## src/rtl/addr8u_serial_inverse.sv

```systemverilog
// addr8u_serial_inverse: bit-serial recovery of B = S - A with range flag and re-add self-check
module addr8u_serial_inverse #(
   parameter int WIDTH    = 8,
   parameter bit CHECK_EN = 1'b1
) (
   input  logic             clk,
   input  logic             rst_n,
   input  logic             in_valid,
   output logic             in_ready,
   input  logic [WIDTH:0]   sum_i,
   input  logic [WIDTH-1:0] a_i,
   output logic             out_valid,
   input  logic             out_ready,
   output logic [WIDTH-1:0] b_o,
   output logic             range_err_o,
   output logic             fault_o,
   output logic             busy_o
);
   localparam int CW = (WIDTH > 2) ? $clog2(WIDTH) : 1;
   typedef enum logic [1:0] {IDLE, SUB, CHECK, DONE} state_t;
   state_t state, state_nxt;
   logic [WIDTH-1:0] s_sr, a_sr, b_sr, b_nxt;
   logic [WIDTH:0] chk_sum;
   logic [CW-1:0] cnt;
   logic s_msb, brw, brw_nxt, d, rng, rng_nxt, last;
   assign d       = s_sr[0] ^ a_sr[0] ^ brw;
   assign brw_nxt = (~s_sr[0] & a_sr[0]) | (~(s_sr[0] ^ a_sr[0]) & brw);
   assign b_nxt   = {d, b_sr[WIDTH-1:1]};
   // a final borrow without a set S MSB is underflow; a set MSB without borrow is over-range
   assign rng_nxt = s_msb ^ brw_nxt;
   assign last    = cnt == CW'(WIDTH - 1);
   assign chk_sum = {1'b0, a_sr} + {1'b0, b_sr};
   always_ff @(posedge clk or negedge rst_n)
      if (!rst_n) state <= IDLE;
      else state <= state_nxt;
   always_comb begin
      state_nxt = state;
      unique case (state)
         IDLE:  state_nxt = in_valid ? SUB : IDLE;
         SUB:   state_nxt = last ? (CHECK_EN ? CHECK : DONE) : SUB;
         CHECK: state_nxt = DONE;
         DONE:  state_nxt = out_ready ? IDLE : DONE;
      endcase
   end
   always_comb begin
      in_ready  = state == IDLE;
      out_valid = state == DONE;
      busy_o    = state != IDLE;
   end
   // S and A rotate rather than shift so both are intact again for the re-add check
   always_ff @(posedge clk or negedge rst_n)
      if (!rst_n) begin
         s_sr        <= '0;
         a_sr        <= '0;
         b_sr        <= '0;
         s_msb       <= 1'b0;
         brw         <= 1'b0;
         rng         <= 1'b0;
         cnt         <= '0;
         b_o         <= '0;
         range_err_o <= 1'b0;
         fault_o     <= 1'b0;
      end else begin
         unique case (state)
            IDLE: if (in_valid) begin
               s_sr  <= sum_i[WIDTH-1:0];
               s_msb <= sum_i[WIDTH];
               a_sr  <= a_i;
               b_sr  <= '0;
               brw   <= 1'b0;
               cnt   <= '0;
            end
            SUB: begin
               s_sr <= {s_sr[0], s_sr[WIDTH-1:1]};
               a_sr <= {a_sr[0], a_sr[WIDTH-1:1]};
               b_sr <= b_nxt;
               brw  <= brw_nxt;
               cnt  <= cnt + 1'b1;
               if (last) begin
                  rng <= rng_nxt;
                  if (!CHECK_EN) begin
                     b_o         <= b_nxt;
                     range_err_o <= rng_nxt;
                     fault_o     <= 1'b0;
                  end
               end
            end
            CHECK: begin
               b_o         <= b_sr;
               range_err_o <= rng;
               fault_o     <= CHECK_EN && (chk_sum != {s_msb, s_sr}) && !rng;
            end
            DONE: ;
         endcase
      end
endmodule
```

## config.mk

```make
export PLATFORM = sky130hd
export DESIGN_NAME = addr8u_serial_inverse
export DESIGN_NICKNAME = d
export VERILOG_FILES = /design/src/rtl/addr8u_serial_inverse.sv
export SDC_FILE = /design/constraint.sdc
export NUM_CORES = 1
export LEC_CHECK = 0
export CAP_MARGIN = 20
export CORE_MARGIN = 5
export CORE_UTILIZATION = 50
export CTS_BUF_LIST = sky130_fd_sc_hd__clkbuf_2
export CTS_CLUSTER_DIAMETER = 150
export DETAILED_ROUTE_END_ITERATION = 10
export GPL_ROUTABILITY_DRIVEN = 0
export GPL_TIMING_DRIVEN = 0
export PLACE_DENSITY_LB_ADDON = 0.3
export SYNTH_ARGS = -nofsm -noshare
export SYNTH_HDL_FRONTEND = slang
export SYNTH_SLANG_ARGS = --single-unit
```

## constraint.sdc

```tcl
create_clock -name clk -period 2.26 [get_ports clk]
set_input_delay 0.339 -clock clk [delete_from_list [all_inputs] [get_ports clk]]
set_output_delay 0.339 -clock clk [all_outputs]
set_load 0.1 [all_outputs]
```

Yosys cells after proc, flatten, opt, wreduce, memory -nomap -nowiden
Index checks and enable logic that the tools add are counted.

storage, ports and cells
  bits in registers = 42
  logic and storage cells = 49

cells by class
  add/sub/neg operators = 2
  bitwise gates (word level) = 8
  reduce and logical (&&, ||, !) cells = 8
  equality and inequality tests = 6
  mux-type cells = 14

operators with widths
  operator                                        number
  case mux 8 bit (2 select lines)                 3
  2-to-1 mux 8 bit                                3
  adder 8 x 8 -> 9 bit                            1
  inequality test 9 bit                           1
  case mux 2 bit (4 select lines)                 1
  case mux 3 bit (2 select lines)                 1
  AND reduction 2 bit                             3
  == test 2 bit (second input constant)           2
  2-to-1 mux 2 bit                                2
  nonzero test 2 bit                              2
  adder 3 x 1 -> 3 bit (second input constant)    1
  == test 3 bit (second input constant)           1
  2-to-1 mux 3 bit                                1
  XOR 1 bit                                       3
  bitwise AND 1 bit                               2
  == test 2 x 1 -> 1 bit (second input constant)  1
  zero test 2 bit                                 1
  2-to-1 mux 1 bit                                2
  inequality test 2 bit (second input constant)   1
  NOT 1 bit                                       2
  case mux 1 bit (2 select lines)                 1
  logical AND 1 bit                               1
  zero test 1 bit                                 1
  OR 1 bit                                        1

Longest topological paths before layout
  depth in word-level cells = 5
  depth in mapped cells = 7
  gate-level depth less buffers = 7

Worst setup path after synthesis
No wires, ideal clock.

  path type = register -> output
  start point = register state[0]
  end point = output busy_o
  path buffers = 1
  arrival time = 2.784 ns
  stages on the path, launching flop included = 4
  slack = -0.863 ns
  data required time = 1.921 ns
  cells stage by stage = dfrtp_1 clkbuf_1 nor2_1 inv_1

on the way
  longest elaborated chain between the ends = 1

RTL lines
  what                    line  source
  start, declared         21    state_t state, state_nxt;
  start signal, assigned  35    else state <= state_nxt;
  nonzero test 2 bit      48    busy_o = state != IDLE;
  end, declared           17    output logic busy_o

No other way between the ends.

Final worst setup path
  start point = register a_sr[0]
  end point = register fault_o

on the way
  longest elaborated chain between the ends = 3

RTL lines
  what                    line  source
  start, declared         22    logic [WIDTH-1:0] s_sr, a_sr, b_sr, b_nxt;
  start signal, assigned  68    a_sr <= a_i;
  start signal, assigned  75    a_sr <= {a_sr[0], a_sr[WIDTH-1:1]};
  adder 8 x 8 -> 9 bit    32    assign chk_sum = {1'b0, a_sr} + {1'b0, b_sr};
  inequality test 9 bit   91    fault_o <= CHECK_EN && (chk_sum != {s_msb, s_sr}) && !rng;
  logical AND 1 bit       91
  end signal, assigned    91
  end, declared           16    output logic fault_o,

No other way between the ends.
A chain may end at the register's enable or synchronous reset.

==> impl_metrics.yaml <==
run_status:
  outcome: "finished, violations left"
  violations: "negative setup slack"
synth:
  synth_ff_type: "dfrtp_1"
  yosys.area.top_type: "dfrtp_1"
  synthCells: 211
  synth.most_common_cell: "dfrtp_1"
  synth-async-reset-ratio: 1.00
  syn_avg_cell_area_um2: 10.5
  ys_top_cells_by_area: "dfrtp_1 47%, and3b_1 5.9%, ha_1 5.6%, a21oi_1 5.4%, mux2_1 5.1%"
  syn_nets: 244
  synth.distinct_cells: 31
  ys_ff_latch: 42
  synth_edf_count: 0
  synth_top_area_frac: 0.474
  yosys-top-cells-count: "42 x dfrtp_1, 24 x a21oi_1, 21 x nand2_1"
  syn_area_mm2: 0.00222
  seq_area_frac_synth: 0.474
  synth_warnings: 0
grt:
  grt_pass1_vias: 1683
  antenna_found_initial: 0
  grt_max_degree: 29
  grt_pass1_wl_um: 8290
  grtUsageTotal: 0.172
  grt.overflow.total: 0
worst_setup_path:
  crit_required_ps: 2580
  crit_start: "a_sr[0]"
  cp-start-kind: "flop"
  crit_fanout: 2
  r2r-start: "a_sr[0]"
  endpoint_kind: "flop"
  slowest_stage: "dfrtp_2"
  path_class: "reg -> reg"
  rr_worst_depth: 7
  path_buf_inv: 0
  worstPathArrival_ps: 2640
  critical_path.max_stage_delay_ps: 480
  path_depth: 7
  path_cells: "ha_4 > fa_1 > xor2_1 > a211o_1 > or4_4 > nor3_2 > a31oi_1"
  crit_family: "adder cells"
cts:
  cts_max_path_buffers: 2
  cts_buffers: 5
  cts_tree: "done"
  cts-htree-levels: 2
  numClockSinks: 42
  clock_latency_ps: 400
  clk_pin_slew_ps: 210
  cts-root-buf: "clkbuf_2"
sta:
  worst_pin_slew_ps: 955
  max_clock_freq_mhz: 431
  slew_viol_final: 0
  hold_slack_ps: 336
  finalHoldViolations: 0
  relSlewSlack: 0.366
  setup_ws_ps: -60.5
  rsz0062_at_grt: "yes"
  tns_ps: -60.5
  fin_crit_ps: 2320
  setup_viol: 1
  finalClockSkew_ps: 16.3
  layout_worst_path_cycle_share: 1.03
die:
  fp.dieH_um: 76.6
  core_area_mm2: 0.00432
  ios: 34
  die_w_um: 76.6
  design.die.area_mm2: 0.00587
  rows: 24
  initial_core_util: 0.513
final_layout:
  n_antenna_cell: 0
  final_nets: 287
  fillers: 373
  drive_gt1_frac: 0.0863
  regArea_mm2: 0.00105
  final_cells: 307
  multi_input_area_mm2: 0.00114
  syn_to_final_growth_pct: 22.2
run:
  cap_violations: 0
drt:
  wl_um: 4630
  drt-pass1-iter-count: 4
  drtAntennaViolNets: 0
  drt_iter0_drc: 110
  wl_per_cell_um: 15.1
  via_count: 1702
  via_per_inst: 5.54
  drcViolationCount: 0
placed_design:
  dp.cells: 297
  port_buffers: 33
  place_hpwl_um: 3540
min_path:
  hold_path.class: "in -> async"
[cell families (layout without fill, tap and decap cells)]
| family | Yosys count | after routing | share of synthesized area |
|---|---|---|---|
| multiplexers | 10 | 10 | 0.0508 |
| buffers and inverters | 14 | 58 | 0.0237 |
| adder cells (fa/ha/maj) | 12 | 12 | 0.0745 |
| AO/OA/AOI/OAI | 67 | 67 | 0.182 |
| flip-flops | 42 | 42 | 0.474 |
| AND/OR/NAND/NOR | 52 | 52 | 0.137 |
| XOR/XNOR | 14 | 14 | 0.0587 |
[layout make-up]
type	instances	area share
multi-input combinational	155	0.422
clock inverter	2	0.00323
clock buffer	6	0.0111
tap	52	0.0240
inverter	2	0.00277
timing repair buffer	36	0.131
sequential	42	0.388
buffer	12	0.0180
[state kept, by name, summed over array words and instances, names as in the netlist]
signal and count:
state 2, range_err_o 1, s_sr 8, brw 1, cnt 3, b_sr 8
a_sr 8, rng 1, fault_o 1, b_o 8, s_msb 1
[repair_timing]
action,CTS,global route
gates resized for setup,27,5
setup buffers,1,0
setup endpoints to repair,14,2
pin swaps,0,1
hold buffers,1,0
endpoints found under the hold margin,14,0
[routing by layer]
| layer | GRT usage | part of all wire |
|---|---|---|
| met3 | 0.0426 | 0.047 |
| met4 | 0.0507 | 0.015 |
| met5 | 0 | 0 |
| met2 | 0.266 | 0.46 |
| met1 | 0.237 | 0.48 |
[path summary, 6_finish.rpt]
kind	to	slack, ps
max	fault_o	-60
min	b_o[4]	340
max reg2reg	fault_o	-60
min reg2reg	cnt[0]	500
max in group asynchronous	b_sr[5]	1460
min in group clk	state[1]	480
[cells in the final DEF, fill, tap and decap left out, types with 2 or more instances in the layout]
| cell | count |
|---|---|
| dfrtp_1 | 41 |
| a21oi_1 | 24 |
| nand2_1 | 21 |
| clkdlybuf4s50_1 | 19 |
| o21ai_1 | 18 |
| and3b_1 | 15 |
| a22o_1 | 10 |
| mux2_1 | 10 |
| dlygate4sd2_1 | 10 |
| clkbuf_1 | 9 |
| xnor2_1 | 9 |
| ha_1 | 9 |
| clkbuf_2 | 8 |
| nand2b_1 | 4 |
| a21o_1 | 4 |
| xor2_1 | 4 |
| a31oi_1 | 4 |
| buf_2 | 2 |
| inv_1 | 2 |
| nor2b_1 | 2 |
| o21ai_0 | 2 |
| a22oi_1 | 2 |
| fa_1 | 2 |
| clkdlybuf4s15_2 | 2 |
[stage by stage]
stage	utilization	setup slack (ps)	cell area, um2
after detailed placement	0.610	-557	2640
final	0.626	-60.5	2710
after global placement	0.606	-519	2620
after CTS	0.624	-80.0	2700
after global routing	0.626	-144	2710
after floorplan	-	26.6	2230
Power is not shown: default switching activity piles up to over one toggle a cycle in this logic, so the estimate is an artifact.
